===== src/rtl/rf_alu_sequencer.sv =====
// Four-phase instruction sequencer (IDLE/READ/EXEC/WB) that drives the register file ports
// and executes one 16-bit instruction at a time through an internal ALU.
module rf_alu_sequencer #(
  parameter int unsigned DATA_W = 16,
  parameter int unsigned ADDR_W = 3
) (
  input  logic              clk,
  input  logic              reset,
  input  logic              instr_valid,
  output logic              instr_ready,
  input  logic [15:0]       instr,
  output logic [ADDR_W-1:0] rf_rd_addr_a,
  output logic [ADDR_W-1:0] rf_rd_addr_b,
  input  logic [DATA_W-1:0] rf_d_out_a,
  input  logic [DATA_W-1:0] rf_d_out_b,
  output logic              rf_wr,
  output logic [ADDR_W-1:0] rf_wr_addr,
  output logic [DATA_W-1:0] rf_d_in,
  output logic              busy,
  output logic              done,
  output logic              err,
  output logic              flag_z,
  output logic              flag_c,
  output logic [15:0]       retire_cnt
);

  typedef enum logic [1:0] {StIdle, StRead, StExec, StWb} state_e;

  state_e            state_q, state_d;
  logic [15:0]       instr_q;
  logic [DATA_W-1:0] result_q, alu_res;
  logic              carry_q, alu_c;
  logic              flag_z_q, flag_c_q;
  logic [15:0]       cnt_q;
  logic [3:0]        op;
  logic              legal, writes, accept;

  assign op     = instr_q[15:12];
  assign legal  = ~op[3];
  assign writes = legal && (op != 4'd7);
  assign accept = (state_q == StIdle) && instr_valid;

  always_comb begin
    alu_res = '0;
    alu_c   = 1'b0;
    case (op)
      4'd0:    {alu_c, alu_res} = {1'b0, rf_d_out_a} + {1'b0, rf_d_out_b};
      4'd1: begin
        alu_res = rf_d_out_a - rf_d_out_b;
        alu_c   = rf_d_out_a < rf_d_out_b;
      end
      4'd2:    alu_res = rf_d_out_a & rf_d_out_b;
      4'd3:    alu_res = rf_d_out_a | rf_d_out_b;
      4'd4:    alu_res = rf_d_out_a ^ rf_d_out_b;
      4'd5:    alu_res = rf_d_out_a;
      4'd6:    alu_res = {{(DATA_W-9){1'b0}}, instr_q[8:0]};
      default: alu_res = '0;
    endcase
  end

  always_comb begin
    state_d = state_q;
    unique case (state_q)
      StIdle:  if (accept) state_d = StRead;
      StRead:  state_d = StExec;
      StExec:  state_d = StWb;
      StWb:    state_d = StIdle;
      default: state_d = StIdle;
    endcase
  end

  always_ff @(posedge clk) begin
    if (!reset) begin
      state_q  <= StIdle;
      instr_q  <= '0;
      result_q <= '0;
      carry_q  <= 1'b0;
      flag_z_q <= 1'b0;
      flag_c_q <= 1'b0;
      cnt_q    <= '0;
    end else begin
      state_q <= state_d;
      if (accept) instr_q <= instr;
      // Operands are captured here, before the WB edge, so rd == rs is safe.
      if (state_q == StExec) begin
        result_q <= alu_res;
        carry_q  <= alu_c;
      end
      if (state_q == StWb) begin
        if (writes) flag_z_q <= (result_q == '0);
        if (op == 4'd0 || op == 4'd1) flag_c_q <= carry_q;
        if (legal) cnt_q <= cnt_q + 16'd1;
      end
    end
  end

  assign instr_ready  = (state_q == StIdle);
  assign busy         = (state_q != StIdle);
  assign done         = (state_q == StWb);
  assign err          = done && !legal;
  assign rf_wr        = done && writes;
  assign rf_rd_addr_a = instr_q[8:6];
  assign rf_rd_addr_b = instr_q[5:3];
  assign rf_wr_addr   = instr_q[11:9];
  assign rf_d_in      = result_q;
  assign flag_z       = flag_z_q;
  assign flag_c       = flag_c_q;
  assign retire_cnt   = cnt_q;

endmodule

===== config.mk =====
export PLATFORM = sky130hd
export DESIGN_NAME = rf_alu_sequencer
export DESIGN_NICKNAME = d
export VERILOG_FILES = /design/src/rtl/rf_alu_sequencer.sv
export SDC_FILE = /design/constraint.sdc
export NUM_CORES = 1
export LEC_CHECK = 0
export ABC_AREA = 1
export CORE_UTILIZATION = 40
export DETAILED_ROUTE_END_ITERATION = 16
export DONT_BUFFER_PORTS = 1
export SKIP_LAST_GASP = 1
export SLEW_MARGIN = 20
export SYNTH_ARGS = -nofsm -noshare
export SYNTH_HDL_FRONTEND = slang
export SYNTH_SLANG_ARGS = --single-unit
export TNS_END_PERCENT = 100

===== constraint.sdc =====
create_clock -name clk -period 1.8 [get_ports clk]
set_input_delay 0.09 -clock clk [delete_from_list [all_inputs] [get_ports clk]]
set_output_delay 0.09 -clock clk [all_outputs]
set_load 0.02 [all_outputs]

* Yosys cells after proc, flatten, opt, wreduce, memory -nomap -nowiden
Index checks and enable logic that the tools add are counted.
** Operators by class
- Add/subtract/negate cells :: 3
- Order comparisons :: 1
- Eq/ne operators :: 11
- Muxes and demuxes :: 4
- Bitwise operators :: 4
- Reductions and logical operators :: 12
** Operator list (count)
- 16-bit one-hot mux with 7 select lines :: 1
- 16-bit by 16-bit adder with 17-bit output :: 1
- 16-bit by 1-bit adder with 16-bit output, second input constant :: 1
- 16-bit AND :: 1
- 16-bit zero test :: 1
- 16-bit < comparator :: 1
- 16-bit OR :: 1
- 16-bit subtractor :: 1
- 16-bit XOR :: 1
- 4-bit by 3-bit equality test with 1-bit output, second input constant :: 3
- 4-bit by 2-bit equality test with 1-bit output, second input constant :: 2
- 2-bit one-hot mux with 4 select lines :: 1
- 2-bit AND reduction :: 3
- 2-bit equality test, second input constant :: 2
- 4-bit by 1-bit equality test with 1-bit output, second input constant :: 1
- 1-bit logical AND :: 4
- 4-bit zero test :: 1
- 4-bit by 3-bit != test with 1-bit output, second input constant :: 1
- 2-bit by 1-bit equality test with 1-bit output, second input constant :: 1
- 2-bit zero test :: 1
- 2-bit two-way mux :: 1
- 2-bit by 1-bit != test with 1-bit output, second input constant :: 1
- 1-bit one-hot mux with 2 select lines :: 1
- 2-bit nonzero test :: 1
- other kinds (2) :: 2
** Word-level totals
- Register bits :: 53
- Bits of input ports :: 51
- Output and inout bits :: 48

* Logic depth before layout (Yosys ltp)
- Depth after elaboration :: 4
- Depth in mapped cells :: 17

* Worst setup path after synthesis
Ideal clock, no wire load.
- Kind :: register to register
- Start :: register state_q[1]
- End :: register cnt_q[15], in the netlist retire_cnt[15]
- Setup time :: 118 ps
- Data arrival time :: 1726 ps
- Path slack :: -44 ps
- Cell stages (with the launch flop) :: 13
- Buffers on the path :: 0
- Period minus slack after synthesis :: 1844 ps
- Cell sequence :: dfxtp_1 -> ha_1 -> inv_1 -> nor2_4 -> nand2_2 -> nor2_4 -> nand2_2 -> nor2_2 -> nand2_2 -> nor2_4 -> nand4_1 -> o21ai_1 -> a21oi_1
** On the way
- Word-level cells in the longest chain between the ends :: 2
** RTL lines
- start, declared :: line 29 : state_e state_q, state_d;
- start signal, assigned :: line 74 : state_q <= StIdle;
- start signal, assigned :: line 82 : state_q <= state_d;
- 2-bit equality test
- via done :: line 20 : output logic done,
- 2-bit AND reduction (no source line)
- end signal, assigned :: line 92 : if (legal) cnt_q <= cnt_q + 16'd1;
- end, declared :: line 34 : logic [15:0] cnt_q;
The timed path passes the listed nets, and every way through them passes these cells.
A chain may end at the register's enable or synchronous reset.

* Worst setup path after layout
- Start :: register state_q[1]
- End :: register cnt_q[14], in the netlist retire_cnt[14]
** On the way
- Word-level cells in the longest chain between the ends :: 2
** RTL lines
- 2-bit equality test :: line 89 : if (state_q == StWb) begin
- 2-bit AND reduction (no source line)
Every way passes these cells.

==> summary.md <==
| Metric | Value |
|---|---|
| Worst path required time | 1.99 ns |
| DRC | 0 |
| Crit path from | state_q[1] |
| Final instance area | 6050 um2 |
| Final Hold Fails | 0 |
| Library cells used by synthesis | 35 |
| Core area | 12100 um2 |
| Drt pass-1 iters | 7 |
| Total number of vias | 5373 |
| Antenna violations before repair | 0 |
| Sequential share of power | 31.5% |
| Clock power share | 19.3% |
| Starting density of the core | 41.4% |
| Total power | 5.83 mW |
| RR Endpoint | retire_cnt[14] |
| Achievable frequency | 542 MHz |
| Comb power frac | 49.2% |
| Met1 Track Usage GR | 31.4% |
| Final setup margin | -0.0442 ns |
| RePlAce Congestion | 0.896 |
| Final Skew | 0.00479 ns |
| Register area | 1070 um2 |
| RSZ-0062 raised after global routing | yes |
| Final slew viol count | 0 |
| Vias in the first global route | 5066 |
| GRT overflow | 0 |
| R2R Path Start | state_q[1] |
| Slew Limit Headroom | 28.5% |
| Average size of a mapped cell | 6.07 um2 |
| Fin Hold WS | 0.00198 ns |
| Least-Margin Pin Slew | 1.07 ns |
| Worst Setup Start Kind | flip-flop |
| Critical path class | reg2reg |
| Pwr dens | 964 nW/um2 |
| Final HPWL DP | 13300 um |
| Worst-path clk slew | 0.07 ns |
| Switching Fraction | 45.1% |
| # setup viols final | 3 |
| Post-synthesis sequential area ratio | 21.2% |
| Failing checks | negative setup slack |
| Fillcell total | 1261 |
| Max-cap viol count | 0 |
| Layout cell share with drive strength beyond 1 | 14.2% |
| Placed Area | 5640 um2 |
| Routed Antenna Nets | 0 |
| Root Driver | clkbuf_16 |
| Met2 Usage GRT | 43.9% |
| GR peak layer | met2 |
| Post-DR wirelength/cell | 15.6 um |
| R2R setup slack | -0.04 ns |
| Clock sink count | 53 |
| Global-route wire length before repair | 25400 um |
| Pin count of the biggest net entering global routing | 34 |
| Worst r2r path cells | 14 |
| Initial DRC Count | 361 |
| Area grow syn2layout | 20.8% |
| Placed cells | 1031 |
| Ant diodes | 0 |
| Die area | 13000 um2 |
| Critical path capture point | retire_cnt[14] |
| Worst-path fanout max | 4 |
| GRT met3 Usage | 4.57% |
| Syn Inst Count | 825 |
| FP Rows | 40 |
| CTS H-tree lvls | 2 |
| Final min period | 1.84 ns |
| Number of port buffers | 0 |
| Status | finished with violations |
| Multi-input gate area in the final layout | 3280 um2 |
| Pint | 3.20 mW |
| Gr usage total | 25.4% |
| Io pins | 99 |
| Die height | 114 um |
| CTS Buf Count | 5 |
| Warnings from Yosys | 0 |
| Leakage | 3.09 nW |
| Seq cells post-synth | 53 |
| Setup_tns | -0.0890 ns |
| Setup crit end kind | flip-flop |
| Maximum vdd drop | 0.430 mV |
| Post-Layout Cell Count | 1057 |
| WP data arrival | 2.04 ns |
| Post-Syn Nets | 934 |
| Cell Area, Synth | 5010 um2 |
| CTS tree | yes |
| Die W | 114 um |
| Switching power | 2.63 mW |
| Type of the worst min-delay path | in2reg |
| Net count, final | 997 |
| Clock latency on the worst-skew pair | 0.29 ns |
| Period Utilization, post-route | 102% |
| CTS max path bufs | 2 |
| Final wirelength | 16500 um |
| Vias per inst | 5.08 |
## kinds of logic (layout without fill, tap and decap cells)
logic type | count (synthesis) | after routing | share of synthesized area (%)
and+or+nand+nor | 375 | 375 | 32.1
buffers and inverters | 184 | 248 | 14.8
AOI/OAI and AO/OA | 155 | 155 | 17.2
adders and majority gates | 58 | 58 | 14.8
DFF | 53 | 53 | 21.2
## worst min path at each step
stage / startpoint / end / cells past startpoint / slack [ns]
after detailed placement: reset / retire_cnt[2] / 2 / 0.22
after CTS: instr[4] / instr_q[4] / 2 / 0.002
final: instr_valid / state_q[1] / 2 / 0.002
after global routing: instr[14] / instr_q[14] / 2 / 0.007
after global placement: reset / retire_cnt[14] / 2 / 0.22
after floorplan: reset / instr_q[12] / 2 / 0.23
## critical path, stage by stage, from the launching register on
cell and delay (ns):
dfxtp_4 0.37, ha_4 0.13, inv_2 0.04, nor2_4 0.12, inv_2 0.06, nor2_4 0.12, nand2_2 0.07, nor2_2 0.12
inv_2 0.06, nor3_4 0.25, nand4_1 0.15, inv_2 0.08, nand2_1 0.05, nand2_1 0.06, nor2_1 0.06
## layer usage
| metal | wire (um) | up-vias |
|---|---|---|
| met4 | 539 | 0 |
| met5 | 0 | - |
| met1 | 7280 | 2440 |
| met2 | 7730 | 153 |
| li1 | - | 2751 |
| met3 | 926 | 29 |
## cells in the final DEF, fill, tap and decap left out, types with 5 or more instances in the layout
cell           Yosys  layout
nand2_1          211     208
inv_2              8      11
ha_1              56      55
dfxtp_1           53      49
nor2_4             3       5
o21ai_0           43      42
and2_1             5       5
nor3_1             7       7
clkbuf_16          0       5
buf_12             0       5
dlygate4sd3_1      0      10
nor2_1            60      58
nand4_1            8       8
o21ai_1            5       5
inv_1            142     139
nand3_1           66      65
nand2_2            4       5
o22ai_1           14      14
buf_4             10      73
o221ai_1           8       7
a21oi_1           72      71
## registers in the layout, indices dropped and copies added, names as in the netlist
| signal | cells |
|---|---|
| rf_d_in | 16 |
| flag_z | 1 |
| instr_q | 16 |
| state_q | 2 |
| carry_q | 1 |
| retire_cnt | 16 |
| flag_c | 1 |
## what timing repair did
action | in CTS | in global routing
pin swaps | 0 | 13
hold endpoints to repair | 33 | 1
setup buffers | 0 | 8
hold buffers | 9 | 1
resized for setup | 1 | 25
setup endpoints to repair | 1 | 16
## through the flow
step | util, % | setup slack (ns)
3_3_place_gp | 46.6 | -0.0996
4_1_cts | 48.7 | 0.00324
3_5_place_dp | 46.6 | -0.0800
5_1_grt | 50.0 | -0.212
6_report | 50.0 | -0.0442
2_1_floorplan | - | 0.0387
## cells in the mapped netlist
| master | n | share of area [%] |
|---|---|---|
| inv_2 | 8 | 0.60 |
| fa_1 | 2 | 0.80 |
| nor3_1 | 7 | 0.70 |
| nor2_4 | 3 | 0.67 |
| clkinv_1 | 2 | 0.15 |
| o21ai_0 | 43 | 4.3 |
| o21ai_1 | 5 | 0.50 |
| o221ai_1 | 8 | 1.4 |
| buf_2 | 11 | 1.1 |
| o21bai_1 | 1 | 0.15 |
| ha_1 | 56 | 14 |
| o2111ai_1 | 1 | 0.17 |
| clkbuf_1 | 11 | 0.82 |
| buf_4 | 10 | 1.5 |
| o21a_1 | 1 | 0.15 |
| o211ai_1 | 2 | 0.30 |
| nand2_1 | 211 | 16 |
| nand2_2 | 4 | 0.50 |
| o22ai_1 | 14 | 1.7 |
| nand4_1 | 8 | 1.0 |
| nor2_2 | 4 | 0.50 |
| a21oi_1 | 72 | 7.2 |
| nor2_1 | 60 | 4.5 |
| nor3_4 | 1 | 0.32 |
| a21oi_2 | 1 | 0.17 |
| o31ai_1 | 3 | 0.45 |
| inv_1 | 142 | 11 |
| a221oi_1 | 1 | 0.17 |
| dfxtp_1 | 53 | 21 |
| nor3b_1 | 1 | 0.15 |
| nor4_1 | 4 | 0.50 |
| and2_1 | 5 | 0.62 |
| nand3_2 | 1 | 0.20 |
| nand3_1 | 66 | 6.6 |
| a211oi_1 | 3 | 0.45 |
## area by class of cell
type | instances | area share [%]
multi-input combinational | 588 | 54.1
sequential | 53 | 17.7
timing repair buffer | 88 | 12.4
inverter | 152 | 9.49
tap | 168 | 3.47
clock buffer | 7 | 2.36
clock inverter | 1 | 0.496
## power groups by stage
stage / logic [mW] / registers (mW) / clock network [mW]
floorplan: 1.88 / 1.70 / 0
global placement: 2.72 / 1.83 / 0
detailed placement: 2.75 / 1.83 / 0
CTS: 2.79 / 1.81 / 1.15
global route: 3.17 / 1.87 / 1.21
finish: 2.87 / 1.84 / 1.13
No activity file was read; power rests on OpenSTA's default activity.
